`config.mk`:
```
export PLATFORM = sky130hd
export DESIGN_NAME = control_vidas_flat
export DESIGN_NICKNAME = d
export VERILOG_FILES = /design/src/rtl/vidas_pkg.sv /design/src/rtl/control_vidas_if.sv /design/src/rtl/control_vidas_contador_frames.sv /design/src/rtl/control_vidas.sv /design/src/flat_wrapper.sv
export SDC_FILE = /design/constraint.sdc
export NUM_CORES = 1
export LEC_CHECK = 0
export ABC_AREA = 1
export CAP_MARGIN = 20
export CORE_ASPECT_RATIO = 0.7
export CORE_MARGIN = 5
export CORE_UTILIZATION = 41
export DETAILED_ROUTE_END_ITERATION = 10
export PLACE_DENSITY_LB_ADDON = 0.08
export SYNTH_ARGS = -nofsm -noshare
export SYNTH_HDL_FRONTEND = slang
export SYNTH_SLANG_ARGS = --single-unit
```
`constraint.sdc`:
```
create_clock -name clk -period 1.52 [get_ports clk]
set_clock_uncertainty 0.1 [all_clocks]
set_input_delay 0.304 -clock clk [delete_from_list [all_inputs] [get_ports clk]]
set_output_delay 0.304 -clock clk [all_outputs]
set_load 0.1 [all_outputs]
```
`src/rtl/vidas_pkg.sv`:
```
// Shared definitions for the lives/colour control block: FSM state encoding,
// colour constants and the life-count width.
package vidas_pkg;

  localparam int LIFE_W   = 2;
  localparam int N_HEARTS = 3;

  typedef enum logic [1:0] {
    ST_PLAYING   = 2'd0,
    ST_INVULN    = 2'd1,
    ST_GAME_OVER = 2'd2
  } state_e;

  localparam logic [2:0] COLOR_BLACK = 3'b000;
  localparam logic [2:0] COLOR_RED   = 3'b100;

endpackage

```
`src/rtl/control_vidas_if.sv`:
```
// Layer/handshake bundle between the video pipeline and control_vidas.
// master: the side that produces layers and events; slave: control_vidas.
interface control_vidas_if;

  logic                          refr_tick;
  logic                          video_on;
  logic [vidas_pkg::N_HEARTS-1:0] heart_on;
  logic                          maze_on;
  logic [2:0]                    maze_rgb;
  logic                          player_on;
  logic [2:0]                    player_rgb;
  logic                          hit;
  logic                          restart;
  logic [2:0]                    rgb;
  logic [vidas_pkg::LIFE_W-1:0]  lives;
  logic                          game_over;

  modport master (
    output refr_tick, video_on, heart_on, maze_on, maze_rgb,
           player_on, player_rgb, hit, restart,
    input  rgb, lives, game_over
  );

  modport slave (
    input  refr_tick, video_on, heart_on, maze_on, maze_rgb,
           player_on, player_rgb, hit, restart,
    output rgb, lives, game_over
  );

endinterface

```
`src/rtl/control_vidas_contador_frames.sv`:
```
// Frame counter: counts refr_tick pulses (wrapping after INVULN_FRAMES) and
// toggles a blink flag every BLINK_FRAMES ticks. A synchronous clear restarts
// the count at zero with blink set, so the first half-period is "on".
module contador_frames #(
  parameter int INVULN_FRAMES = 60,
  parameter int BLINK_FRAMES  = 8,
  parameter int CNT_W         = (INVULN_FRAMES > 1) ? $clog2(INVULN_FRAMES) : 1
) (
  input  logic             clk,
  input  logic             reset,
  input  logic             clr,
  input  logic             tick,
  output logic [CNT_W-1:0] count,
  output logic             blink
);

  localparam int PH_W = (BLINK_FRAMES > 1) ? $clog2(BLINK_FRAMES) : 1;

  logic [CNT_W-1:0] count_q, count_d;
  logic [PH_W-1:0]  phase_q, phase_d;
  logic             blink_q, blink_d;

  // Next count / blink phase: clear wins over a coincident tick
  always_comb begin
    count_d = count_q;
    phase_d = phase_q;
    blink_d = blink_q;
    if (clr) begin
      count_d = '0;
      phase_d = '0;
      blink_d = 1'b1;
    end else if (tick) begin
      if (count_q == CNT_W'(INVULN_FRAMES - 1)) count_d = '0;
      else                                      count_d = count_q + CNT_W'(1);
      if (phase_q == PH_W'(BLINK_FRAMES - 1)) begin
        phase_d = '0;
        blink_d = ~blink_q;
      end else begin
        phase_d = phase_q + PH_W'(1);
      end
    end
  end

  // Counter state registers
  always_ff @(posedge clk) begin
    if (reset) begin
      count_q <= '0;
      phase_q <= '0;
      blink_q <= 1'b0;
    end else begin
      count_q <= count_d;
      phase_q <= phase_d;
      blink_q <= blink_d;
    end
  end

  assign count = count_q;
  assign blink = blink_q;

endmodule

```
`src/rtl/control_vidas.sv`:
```
// Life counter, invulnerability/game-over FSM and final registered VGA colour
// mux. Colour is registered exactly one clock after the layer inputs.
// Optional build macro GAME_OVER_FLASH_EN: in GAME_OVER, black in-video
// pixels flash red on alternate BLINK_FRAMES periods.
module control_vidas
  import vidas_pkg::*;
#(
  parameter int MAX_LIVES     = 3,
  parameter int INVULN_FRAMES = 60,
  parameter int BLINK_FRAMES  = 8
) (
  input  logic            clk,
  input  logic            reset,
  control_vidas_if.slave  bus
);

  localparam int CNT_W = (INVULN_FRAMES > 1) ? $clog2(INVULN_FRAMES) : 1;

  state_e            state_q, state_d;
  logic [LIFE_W-1:0] lives_q, lives_d;
  logic [LIFE_W-1:0] lost_idx_q, lost_idx_d;
  logic              game_over_q, game_over_d;
  logic              hit_q, hit_d;
  logic [2:0]        rgb_q, rgb_d;

  logic              hit_rise;
  logic              cnt_clr;
  logic [CNT_W-1:0]  frame_cnt;
  logic              blink;
  logic              heart_vis;

  contador_frames #(
    .INVULN_FRAMES (INVULN_FRAMES),
    .BLINK_FRAMES  (BLINK_FRAMES),
    .CNT_W         (CNT_W)
  ) u_frames (
    .clk   (clk),
    .reset (reset),
    .clr   (cnt_clr),
    .tick  (bus.refr_tick),
    .count (frame_cnt),
    .blink (blink)
  );

  // Life/state transitions; restart outranks every hit
  always_comb begin
    hit_rise    = bus.hit & ~hit_q;
    hit_d       = bus.hit;
    state_d     = state_q;
    lives_d     = lives_q;
    lost_idx_d  = lost_idx_q;
    game_over_d = game_over_q;
    cnt_clr     = 1'b0;
    if (bus.restart) begin
      state_d     = ST_PLAYING;
      lives_d     = LIFE_W'(MAX_LIVES);
      lost_idx_d  = '0;
      game_over_d = 1'b0;
      cnt_clr     = 1'b1;
    end else begin
      case (state_q)
        ST_PLAYING: begin
          if (hit_rise) begin
            cnt_clr = 1'b1;
            if (lives_q > LIFE_W'(1)) begin
              lives_d    = lives_q - LIFE_W'(1);
              lost_idx_d = lives_q - LIFE_W'(1);
              state_d    = ST_INVULN;
            end else begin
              // Last life (or an already-empty count) ends the game
              lives_d     = '0;
              game_over_d = 1'b1;
              state_d     = ST_GAME_OVER;
            end
          end
        end
        ST_INVULN: begin
          if (bus.refr_tick && (frame_cnt == CNT_W'(INVULN_FRAMES - 1)))
            state_d = ST_PLAYING;
        end
        ST_GAME_OVER: begin
          lives_d = '0;
        end
        default: begin
          state_d = ST_PLAYING;
        end
      endcase
    end
  end

  // Colour priority: blanking, player, visible heart, maze, background
  always_comb begin
    heart_vis = 1'b0;
    for (int i = 0; i < N_HEARTS; i++) begin
      if (bus.heart_on[i] &&
          ((i < int'(lives_q)) ||
           ((state_q == ST_INVULN) && (i == int'(lost_idx_q)) && blink)))
        heart_vis = 1'b1;
    end
    if (!bus.video_on)     rgb_d = COLOR_BLACK;
    else if (bus.player_on) rgb_d = bus.player_rgb;
    else if (heart_vis)     rgb_d = COLOR_RED;
    else if (bus.maze_on)   rgb_d = bus.maze_rgb;
    else                    rgb_d = COLOR_BLACK;
`ifdef GAME_OVER_FLASH_EN
    if (bus.video_on && (state_q == ST_GAME_OVER) && (rgb_d == COLOR_BLACK) && blink)
      rgb_d = COLOR_RED;
`endif
  end

  // FSM, life count and output colour registers
  always_ff @(posedge clk) begin
    if (reset) begin
      state_q     <= ST_PLAYING;
      lives_q     <= LIFE_W'(MAX_LIVES);
      lost_idx_q  <= '0;
      game_over_q <= 1'b0;
      hit_q       <= 1'b0;
      rgb_q       <= COLOR_BLACK;
    end else begin
      state_q     <= state_d;
      lives_q     <= lives_d;
      lost_idx_q  <= lost_idx_d;
      game_over_q <= game_over_d;
      hit_q       <= hit_d;
      rgb_q       <= rgb_d;
    end
  end

  assign bus.rgb       = rgb_q;
  assign bus.lives     = lives_q;
  assign bus.game_over = game_over_q;

endmodule

```
`src/flat_wrapper.sv`:
```
// flat-port wrapper written by rule: the top's interface ports become plain ports
module control_vidas_flat import vidas_pkg::*;
#(
  parameter int MAX_LIVES     = 3,
  parameter int INVULN_FRAMES = 60,
  parameter int BLINK_FRAMES  = 8
)
  (clk, reset, bus_refr_tick, bus_video_on, bus_heart_on, bus_maze_on, bus_maze_rgb, bus_player_on, bus_player_rgb, bus_hit, bus_restart, bus_rgb, bus_lives, bus_game_over);
  control_vidas_if bus_i ();
  input  logic clk;
  input  logic reset;
  input wire logic [$bits(bus_i.refr_tick)-1:0] bus_refr_tick;
  input wire logic [$bits(bus_i.video_on)-1:0] bus_video_on;
  input wire logic [$bits(bus_i.heart_on)-1:0] bus_heart_on;
  input wire logic [$bits(bus_i.maze_on)-1:0] bus_maze_on;
  input wire logic [$bits(bus_i.maze_rgb)-1:0] bus_maze_rgb;
  input wire logic [$bits(bus_i.player_on)-1:0] bus_player_on;
  input wire logic [$bits(bus_i.player_rgb)-1:0] bus_player_rgb;
  input wire logic [$bits(bus_i.hit)-1:0] bus_hit;
  input wire logic [$bits(bus_i.restart)-1:0] bus_restart;
  output wire logic [$bits(bus_i.rgb)-1:0] bus_rgb;
  output wire logic [$bits(bus_i.lives)-1:0] bus_lives;
  output wire logic [$bits(bus_i.game_over)-1:0] bus_game_over;
  assign bus_i.refr_tick = bus_refr_tick;
  assign bus_i.video_on = bus_video_on;
  assign bus_i.heart_on = bus_heart_on;
  assign bus_i.maze_on = bus_maze_on;
  assign bus_i.maze_rgb = bus_maze_rgb;
  assign bus_i.player_on = bus_player_on;
  assign bus_i.player_rgb = bus_player_rgb;
  assign bus_i.hit = bus_hit;
  assign bus_i.restart = bus_restart;
  assign bus_rgb = bus_i.rgb;
  assign bus_lives = bus_i.lives;
  assign bus_game_over = bus_i.game_over;
  control_vidas #(.MAX_LIVES(MAX_LIVES), .INVULN_FRAMES(INVULN_FRAMES), .BLINK_FRAMES(BLINK_FRAMES)) u_core (.clk(clk), .reset(reset), .bus(bus_i));
endmodule
```
# Word level (Yosys, flattened, before mapping)
# Index checks and enable logic that the tools add are counted.
word_totals:
  regBits: 21
  latch_bits: 0
  ramBits: 0
  romBits: 0
  in_bits: 17
  out_inout_bits: 6
  memories: 0
classes:
  add_sub_neg: 3
  mul: 0
  div_mod_pow: 0
  order_cmp: 4
  n_eq_ne: 8
  n_shift: 0
  n_mux: 21
  bitwise: 6
  reduce_logical: 26
ops:
  columns: ["op", "n"]
  rows:
  - ["$mux 3", 4]
  - ["$logic_and 1x1->1", 10]
  - ["$mux 2", 5]
  - ["$mux 1", 9]
  - ["$reduce_and 3->1", 3]
  - ["$add 6x1->6 const B", 1]
  - ["$eq 6x6->1 const B", 1]
  - ["$mux 6", 1]
  - ["$pmux 2 s3", 1]
  - ["$reduce_bool 2->1", 3]
  - ["$reduce_or 2->1", 3]
  - ["$not 1->1", 5]
  - ["$eq 2x2->1 const A", 2]
  - ["$logic_not 2->1", 2]
  - ["$lt 1x2->1 const A", 2]
  - ["$ne 2x1->1 const B", 2]
  - ["$pmux 2 s2", 1]
  - ["$reduce_and 2->1", 2]
  - ["$add 3x1->3 const B", 1]
  - ["$eq 3x3->1 const B", 1]
  - ["$logic_or 1x1->1", 3]
  - ["$eq 2x1->1 const B", 1]
  - ["$eq 2x2->1 const B", 1]
  - ["$gt 2x1->1 const B", 1]
  - ["3 further kinds", 3]

# Logic depth before layout (Yosys ltp)
depth:
  ltp_word: 10
  depth_mapped: 8
  depth_no_buf: 8

# Modules after synthesis
# A second synthesis with hierarchy kept.
unflattened:
  hier_cells: 155
  area_unflattened_um2: 1149.9
modules_own_cells:
  columns: ["module", "instances", "cells_per_inst", "area_per_inst_um2", "seq_area_each_um2"]
  rows:
  - ["control_vidas", 1, 90, 633.1, 220.2]
  - ["contador_frames", 1, 65, 516.7, 200.2]

# Least setup slack after synthesis
# No wires, ideal clock.
synth_timing:
  path_kind: "flip-flop to flip-flop"
  startpoint: "register u_core.lives_q[1], in the netlist u_core.bus.lives[1]"
  endpoint: "register u_core.state_q[0]"
  setup_time_ps: 66
  arrival_time_ps: 2027
  required_time_ps: 1354
  slack_ps: -673
  stages_incl_launch_ff: 6
  path_buffers: 0
  period_less_slack_ps: 2193
  path_cell_list: "dfxtp_1 > inv_1 > ha_1 > or2_4 > or2_1 > a21oi_2"
synth_between:
  elab_chain_len: 4
synth_lines:
  columns: ["item", "line_no", "text"]
  rows:
  - ["start: declaration", "control_vidas.sv:20", "logic [LIFE_W-1:0] lives_q, lives_d;"]
  - ["start signal: assignment", "control_vidas.sv:115", "lives_q <= LIFE_W'(MAX_LIVES);"]
  - ["start signal: assignment", "control_vidas.sv:122", "lives_q <= lives_d;"]
  - ["$gt 2x1->1", "control_vidas.sv:65", "if (lives_q > LIFE_W'(1)) begin"]
  - ["$mux 2", "control_vidas.sv:65", null]
  - ["$mux 2", "control_vidas.sv:63", "if (hit_rise) begin"]
  - ["$pmux 2 s3", "control_vidas.sv:61", "case (state_q)"]
  - ["end signal: assignment", "control_vidas.sv:121", "state_q <= state_d;"]
  - ["end: declaration", "control_vidas.sv:19", "state_e state_q, state_d;"]
# Every way passes these cells. The select of a mux whose other input is x is not followed.
# A chain may end at the register's enable or synchronous reset.

# Worst setup path in the final report
layout_timing:
  startpoint: "register u_core.lives_q[1], in the netlist u_core.bus.lives[1]"
  endpoint: "register u_core.rgb_q[2], in the netlist u_core.bus.rgb[2]"
layout_between:
  elab_chain_len: 8
  word_cells_on_any_way: 14
  cone_classes: "3 x order compare; 5 x mux; 6 x reduce/logical"
layout_lines:
  columns: ["item", "line_no", "text"]
  rows:
  - ["$lt 1x2->1", "control_vidas.sv:96", "((i < int'(lives_q)) ||"]
  - ["$logic_or 1x1->1", "control_vidas.sv:96", null]
  - ["$logic_and 1x1->1", "control_vidas.sv:95", "if (bus.heart_on[i] &&"]
  - ["$mux 1 (2 in a row)", "control_vidas.sv:95", null]
  - ["$mux 1 (*)", "control_vidas.sv:95", null]
  - ["$mux 3 (*)", "control_vidas.sv:102", "else if (heart_vis) rgb_d = COLOR_RED;"]
  - ["$mux 3 (*)", "control_vidas.sv:101", "else if (bus.player_on) rgb_d = bus.player_rgb;"]
  - ["end signal: assignment", "control_vidas.sv:126", "rgb_q <= rgb_d;"]
  - ["end: declaration", "control_vidas.sv:24", "logic [2:0] rgb_q, rgb_d;"]
# Mark *: on every way between the ends. The rest lies on a longest branch, timed or not.

==> run summary <==
The run finished with clean final reports. The DRC marker count from the first detailed-route iteration is 42. The combinational share of power is a little over a fifth.

Cell internal power was estimated by the tool at ~0.00086 W. The areal power density over the cells came out at 785 nW/um2. The most used flip-flop cell after synthesis is sky130_fd_sc_hd__dfxtp_1. The number of buffers created by CTS came out at 3. The hold violation total from the final report came out at 0.

The synthesized net count is between 150 and 200. For this design, the CTS-stage hold fixing added 0 buffers. The element type at the critical path end is a register.

Global routing used 13.5% of the available tracks. The worst-case headroom to the max-slew limit came out at between 80% and 90%. The area added between synthesis and finish is 41.3%.

The antenna diode count is 0. The data required time at the worst endpoint came out at around 1.6 ns. The sequential share of the synthesized area is 39.1%. The setup slack after layout is about 0.14 ns.

The fraction of final layout cells sized beyond drive strength 1 came out at 20.6%. For the pin with the worst max-slew slack, the measured transition is roughly 0.18 ns. Setup repair after global routing left no endpoint under its margin. The overflow left after global routing came out at 0.

The number of antenna violations at the first check in global routing was 0. The final critical delay including setup and external delays came out at around 1.4 ns. The x dimension of the die came out at about 70 um. The synthesized area divided by synthesized cell count is 7.57 um2. The share of the synthesized area in the top cell type came out at 39.1%. The number of clock sinks came out at 21.

The latest clock arrival within the worst-skew pair came out at ~0.26 ns. Hold is met by between 0.3 and 0.4 ns. The count of flip-flops with a built-in enable after synthesis came out at 0. For this design the total switching power over the nets is approximately 0.00033 W. The placement-stage worst setup slack came out at -0.110 ns. Wires add up to between 2000 and 2500 um.

The sequential cell area is 428 um2. Clock-pin slew was measured on the worst setup and hold paths at approximately 0.08 ns. The net total in the final layout came out at ~200. The first-pass GRT wire length is 3930 um.

The post-synthesis async set-or-reset flop share is 0%. The switching share of total power is between 20% and 30%. The synthesized area came out at between 1000 and 1500 um2. The detailed placer's ending HPWL is between 1500 and 2000 um. 23 I/O pins were placed. The largest fanout on the critical path came out at 6.

The total number of H-tree levels is 1. Max-cap violations in this run came to 0. The die is 52.8 um tall. The utilization after layout is 61.3%. The routed length per placed instance is around 11 um. The count of vias placed by the detailed router came out at 991. Entering global routing, the biggest net connects 13 pins. The category of the critical setup timing path is register to register. The share of total power in sequential cells is approximately 49%.

The first TritonRoute pass finished after 4 iterations. The maximum root-to-sink buffer count is 2. TritonCTS built the clock tree. The worst min-delay path category is register to register.

After detailed routing, the number of vias per cell comes to ~4.7. The max-slew violation count is 0. STA classifies the critical path startpoint as a register. The effective utilization at floorplan came out at 43.4%. The DRC violations left is 0. The analysis attributes to cell leakage a power of 0.644 nW. The die area came out at between 3000 and 4000 um2. Setup violations remaining at the end of the flow were counted as 0. The fill cell total of the finished layout is 236.

The number of port buffers is 22. Counting flops and latches in the post-synthesis netlist gives 21. Ranked by total cell area, the synthesized netlist is headed by sky130_fd_sc_hd__dfxtp_1 39%, sky130_fd_sc_hd__nand2_1 10%, sky130_fd_sc_hd__ha_1 9.3%, sky130_fd_sc_hd__inv_1 5.9%, sky130_fd_sc_hd__nor2_1 5.9%. The area of the multi-input gates is ~590 um2. The number of warning messages in the yosys log came out at 0. The largest total area in the synthesized netlist belongs to sky130_fd_sc_hd__dfxtp_1. The via count of the first global-routing pass is 901.

The maximum achievable frequency is 723 MHz. The signal arrival time at the worst endpoint came out at 1.49 ns. Of the available clock period, the critical path in the final layout requires between 90% and 100%. The cell chosen for the clock root is sky130_fd_sc_hd__clkbuf_8. The post-cts resize count is 0. The final weighted congestion of routability-driven global placement is 0.786. The number of cell rows came out at 15. The detail route stage leaves a number of antenna-violating nets equal to 0. The number of different library cells in the post-synthesis netlist is 25. In this run, the clock network consumes approximately 30% of the power. The total area inside the core boundary comes to about 2500 um2.

In the synthesized netlist, the number of instances is 142. The maximum resistive drop on vdd came out at 0.642 mV. In this run the post-CTS setup repair buffer count came out at 0.
[Yosys cell counts, types with 2 or more instances]
master,n
sky130_fd_sc_hd__nand4_1,4
sky130_fd_sc_hd__inv_2,2
sky130_fd_sc_hd__nand2_1,29
sky130_fd_sc_hd__nor2_2,2
sky130_fd_sc_hd__dfxtp_1,21
sky130_fd_sc_hd__o21ai_0,2
sky130_fd_sc_hd__nor2_1,17
sky130_fd_sc_hd__a21oi_2,2
sky130_fd_sc_hd__a21oi_1,11
sky130_fd_sc_hd__ha_1,8
sky130_fd_sc_hd__nand3_1,9
sky130_fd_sc_hd__inv_1,17
sky130_fd_sc_hd__nor2_4,2
sky130_fd_sc_hd__nand2_2,3
sky130_fd_sc_hd__xor2_1,2
sky130_fd_sc_hd__nor3_1,2
[state kept, by name (all words and copies together), names as in the netlist]
register	flops
u_core.u_frames.phase_q	3
u_core.bus.game_over	1
u_core.u_frames.count	6
u_core.lost_idx_q	2
u_core.u_frames.blink	1
u_core.bus.rgb	3
u_core.hit_q	1
u_core.state_q	2
u_core.bus.lives	2
[kinds of logic after synthesis]
kind of cell    synth area share [%]
buf+inv                         7.33
flops                           39.1
simple gates                    32.7
xor+xnor                        2.45
fa+ha+maj                       9.31
compound gates                  9.08
[critical path: stages (launching register included)]
cell	delay (ns)
sky130_fd_sc_hd__dfxtp_4	0.40
sky130_fd_sc_hd__inv_4	0.05
sky130_fd_sc_hd__ha_4	0.14
sky130_fd_sc_hd__or2_4	0.25
sky130_fd_sc_hd__nand2_1	0.09
sky130_fd_sc_hd__nand2_2	0.07
sky130_fd_sc_hd__nand3_2	0.06
sky130_fd_sc_hd__nand2_1	0.06
sky130_fd_sc_hd__a21oi_2	0.11
[cell type report]
| cell class | count | share of cell area, % |
|---|---|---|
| Clock buffer | 3 | 2.72 |
| Clock inverter | 1 | 0.329 |
| Inverter | 19 | 4.86 |
| Multi-Input combinational cell | 101 | 38.7 |
| Sequential cell | 21 | 28.2 |
| Tap cell | 34 | 2.80 |
| Timing Repair Buffer | 30 | 22.4 |
[metal layers]
layer	wire length (um)	vias up	GRT usage, %
met5	0	-	0
met4	23	0	3.75
met3	117	2	5.75
met2	1040	14	20.9
met1	1120	451	17.2
li1	-	524	-
[cells in the final DEF, fill, tap and decap left out]
cell type                         Yosys  layout
sky130_fd_sc_hd__buf_4                1       8
sky130_fd_sc_hd__xnor2_1              1       1
sky130_fd_sc_hd__or2_1                1       1
sky130_fd_sc_hd__nor3b_2              1       1
sky130_fd_sc_hd__o21bai_1             1       1
sky130_fd_sc_hd__nor2_4               2       2
sky130_fd_sc_hd__inv_2                2       2
sky130_fd_sc_hd__nor3_1               2       2
sky130_fd_sc_hd__xor2_1               2       2
sky130_fd_sc_hd__nor3b_1              1       1
sky130_fd_sc_hd__a21oi_1             11      11
sky130_fd_sc_hd__o21ai_0              2       2
sky130_fd_sc_hd__o211ai_1             1       1
sky130_fd_sc_hd__nand2_1             29      29
sky130_fd_sc_hd__dfxtp_4              0       2
sky130_fd_sc_hd__buf_12               0       6
sky130_fd_sc_hd__inv_4                0       1
sky130_fd_sc_hd__clkbuf_8             0       3
sky130_fd_sc_hd__or2_4                1       1
sky130_fd_sc_hd__nand4_1              4       4
sky130_fd_sc_hd__clkdlybuf4s50_1      0      16
sky130_fd_sc_hd__nand3_1              9       9
sky130_fd_sc_hd__ha_1                 8       7
sky130_fd_sc_hd__nor2_1              17      17
sky130_fd_sc_hd__nor2_2               2       2
sky130_fd_sc_hd__nand2_2              3       3
sky130_fd_sc_hd__nand3_2              1       1
sky130_fd_sc_hd__inv_1               17      16
sky130_fd_sc_hd__dfxtp_1             21      19
sky130_fd_sc_hd__ha_4                 0       1
sky130_fd_sc_hd__clkinv_2             0       1
sky130_fd_sc_hd__a21oi_2              2       2
[power by group through the flow]
stage / clock [W] / combinational, W / sequential, W
after CTS: 0.000370 / 0.000249 / 0.000586
final: 0.000359 / 0.000247 / 0.000586
after floorplan: 0 / 0.0000981 / 0.000637
after global placement: 0 / 0.000245 / 0.000598
after global routing: 0.000393 / 0.000271 / 0.000589
after detailed placement: 0 / 0.000248 / 0.000599
[worst paths after layout]
path                              startpoint                         end  slack, ns  cells after the start
setup / recovery         u_core.bus.lives[1]           u_core.bus.rgb[2]       0.14                      8
hold / removal    u_core.u_frames.phase_q[2]  u_core.u_frames.phase_q[2]       0.37                      2
hold reg to reg   u_core.u_frames.phase_q[2]  u_core.u_frames.phase_q[2]       0.37                      2
setup reg to reg         u_core.bus.lives[1]           u_core.bus.rgb[2]       0.14                      8
[stage by stage]
stage | TNS [ns] | total power (W) | instances | instance area (um2)
6_report | 0 | 0.00119 | 209 | 1520
5_1_grt | 0 | 0.00125 | 209 | 1520
4_1_cts | 0 | 0.00120 | 209 | 1520
3_5_place_dp | -1.41 | 0.000847 | 205 | 1470
3_3_place_gp | -0.904 | 0.000842 | 205 | 1470
2_1_floorplan | 0 | 0.000735 | 142 | 1100
No activity file was read; power rests on OpenSTA's default activity.
==> patch (config.mk and constraints unchanged) <==
Make the reset (`reset`) asynchronous in 2 clocked blocks.
--- a/src/rtl/control_vidas_contador_frames.sv
+++ b/src/rtl/control_vidas_contador_frames.sv
@@ -42,7 +42,7 @@
   end
 
   // Counter state registers
-  always_ff @(posedge clk) begin
+  always_ff @(posedge clk or posedge reset) begin
     if (reset) begin
       count_q <= '0;
       phase_q <= '0;
--- a/src/rtl/control_vidas.sv
+++ b/src/rtl/control_vidas.sv
@@ -109,7 +109,7 @@
   end
 
   // FSM, life count and output colour registers
-  always_ff @(posedge clk) begin
+  always_ff @(posedge clk or posedge reset) begin
     if (reset) begin
       state_q     <= ST_PLAYING;
       lives_q     <= LIFE_W'(MAX_LIVES);
Formal check against the unedited RTL: differs if reset is asserted again (counterexample within 4 cycles, from zero or initial values and one cycle with reset high); with reset held inactive, the same outputs for 10 cycles.
==> patch against the unedited design <==
  * Critical endpoint is now bus_lives[1]
  * Die area up 13%
  * Design area up 28%
  * Sequential cell count unchanged
  * Area after synthesis up 16%
  * Highest routed layer unchanged
  * Worst setup slack worse by 260 ps
  * Synthesized cell count up 15%
  * Routed wire length up 31%
  * The flow now finishes with violations (setup timing)
  * Sequential share of layout area down 0.58 points
Power is not compared: it rests on default switching activity, and its combinational part moved more than twofold at a synthesized area within 25%.
==> patch: results <==
set metrics [dict create \
    status "complete, but fails checks" \
    violations "setup timing" \
    grt_pass1_wl_um 4890 \
    leakagePower_nw 0.957 \
    hold_path.class "input port to async pin" \
    htree_levels 1 \
    ys_seq_area_share_pct 42.4 \
    worstPathArrival_ps 1240 \
    firstDrtPassIters 4 \
    cts_buffer_depth 2 \
    synthArstFlopShare_pct 100 \
    synth_fa_ha_area_share_pct 8.04 \
    dp_hpwl_um 2250 \
    reg2regPathDepth 9 \
    grtUsageTotal_pct 14.4 \
    critPathMaxFanout 2 \
    fin_tns_setup_ps -547 \
    numCtsBuffers 3 \
    dp_worst_setup_slack_ps -140 \
    setup_viol 10 \
    worst_slack_ps -126 \
    synth_mux_area_share_pct 0 \
    via_per_inst 4.77 \
    layout-drive-gt1-share_pct 32.4 \
    ys.flop_type "dfrtp_1" \
    synth_warnings 0 \
    synthTopCellsByCount "nand2_1, inv_1, dfrtp_1" \
    largest_register_ffs 6 \
    synth_compound_area_share_pct 9.55 \
    synth_xor_area_share_pct 2.11 \
    nets 239 \
    wl_um 3000 \
    p_sw_w 0.000644 \
    gp_congestion 0.801 \
    diodes 0 \
    cts_root_buffer "clkbuf_8" \
    relSlewSlack_pct 82.2 \
    clock_latency_ps 260 \
    io_buffers 22 \
    drt_iter0_markers 32 \
    grt_max_degree 22 \
    fill_cells 222 \
    syn_nets 189 \
    grt_pass1_vias 1169 \
    path_clk_slew_ps 70 \
    synth_area_leaders "dfrtp_1, nand2_1, ha_1, inv_1, a21oi_1" \
    synth.distinct_cells 23 \
    peakVddDrop_v 0.000621 \
    antenna_found_initial 0 \
]
patch: cell types whose count changed in the layout (fill, tap and decap cells not counted), sizes merged, moves of 2 or more:
cell   unedited run  this run
nor3b             2         0
nor2             21        13
dfstp             0         2
buf              14        30
dfxtp            21         0
a31oi             0         2
nand2            32        52
o21ai             2         5
dfrtp             0        19
inv              19        28
patch: logic make-up (layout without fill, tap and decap cells):
family / Yosys count / in the layout
compound gates: 22 / 22
xor+xnor: 3 / 3
fa+ha+maj: 8 / 8
buf+inv: 29 / 78
flops: 21 / 21
simple gates: 81 / 81
patch: worst paths after layout:
check                                     start                    to  slack, ps
max in group asynchronous                 reset   u_core.bus.lives[0]        770
min in group clk                        bus_hit          u_core.hit_q        410
max reg2reg                 u_core.bus.lives[1]  u_core.lost_idx_q[0]       -100
min                                       reset     u_core.state_q[0]        280
min reg2reg                u_core.lost_idx_q[1]  u_core.lost_idx_q[1]        440
max                         u_core.bus.lives[1]          bus_lives[1]       -130
patch: layout make-up:
cell class              instances  share of cell area, %
repair buffers                 46                   25.1
flip-flops and latches         21                   27.6
well taps                      36                   2.32
multi-input cells             114                   36.9
inverters                      28                   5.80
clock buffers                   4                   2.32
patch: worst max-delay path: stages (launching register included):
cell	delay, ps
dfstp_4	630
buf_6	100
buf_6	90
buf_12	160
patch: through the flow:
step | instances | total power, W | cell area (µm²) | util (%)
3_3_place_gp | 241 | 0.00130 | 1750 | 61.1
2_1_floorplan | 164 | 0.00103 | 1280 | -
6_report | 249 | 0.00180 | 1940 | 67.8
5_1_grt | 249 | 0.00189 | 1940 | 67.8
3_5_place_dp | 241 | 0.00131 | 1750 | 61.1
4_1_cts | 248 | 0.00172 | 1830 | 64.1
patch: metal layers:
layer / vias up / part of all wire [%] / wire length [µm] / GRT usage (%)
met5: - / 0 / 0 / 0
met4: 0 / 0.27 / 8 / 2.00
met3: 2 / 6.4 / 192 / 5.05
met2: 32 / 46 / 1390 / 20.6
met1: 544 / 47 / 1410 / 21.0
li1: 610 / - / - / -
patch: timing repair:
action	in CTS	in global routing
setup buffers	3	1
hold endpoints to repair	0	0
gates cloned	0	0
pin swaps	1	10
resized for setup	6	24
endpoints found under the setup margin	6	14
patch: power groups by stage:
stage               logic, W  clock network (W)  registers, W
floorplan           0.000236                  0      0.000797
global placement    0.000633                  0      0.000668
detailed placement  0.000644                  0      0.000671
CTS                 0.000687           0.000373      0.000656
global route        0.000842           0.000385      0.000663
finish              0.000782           0.000358      0.000658
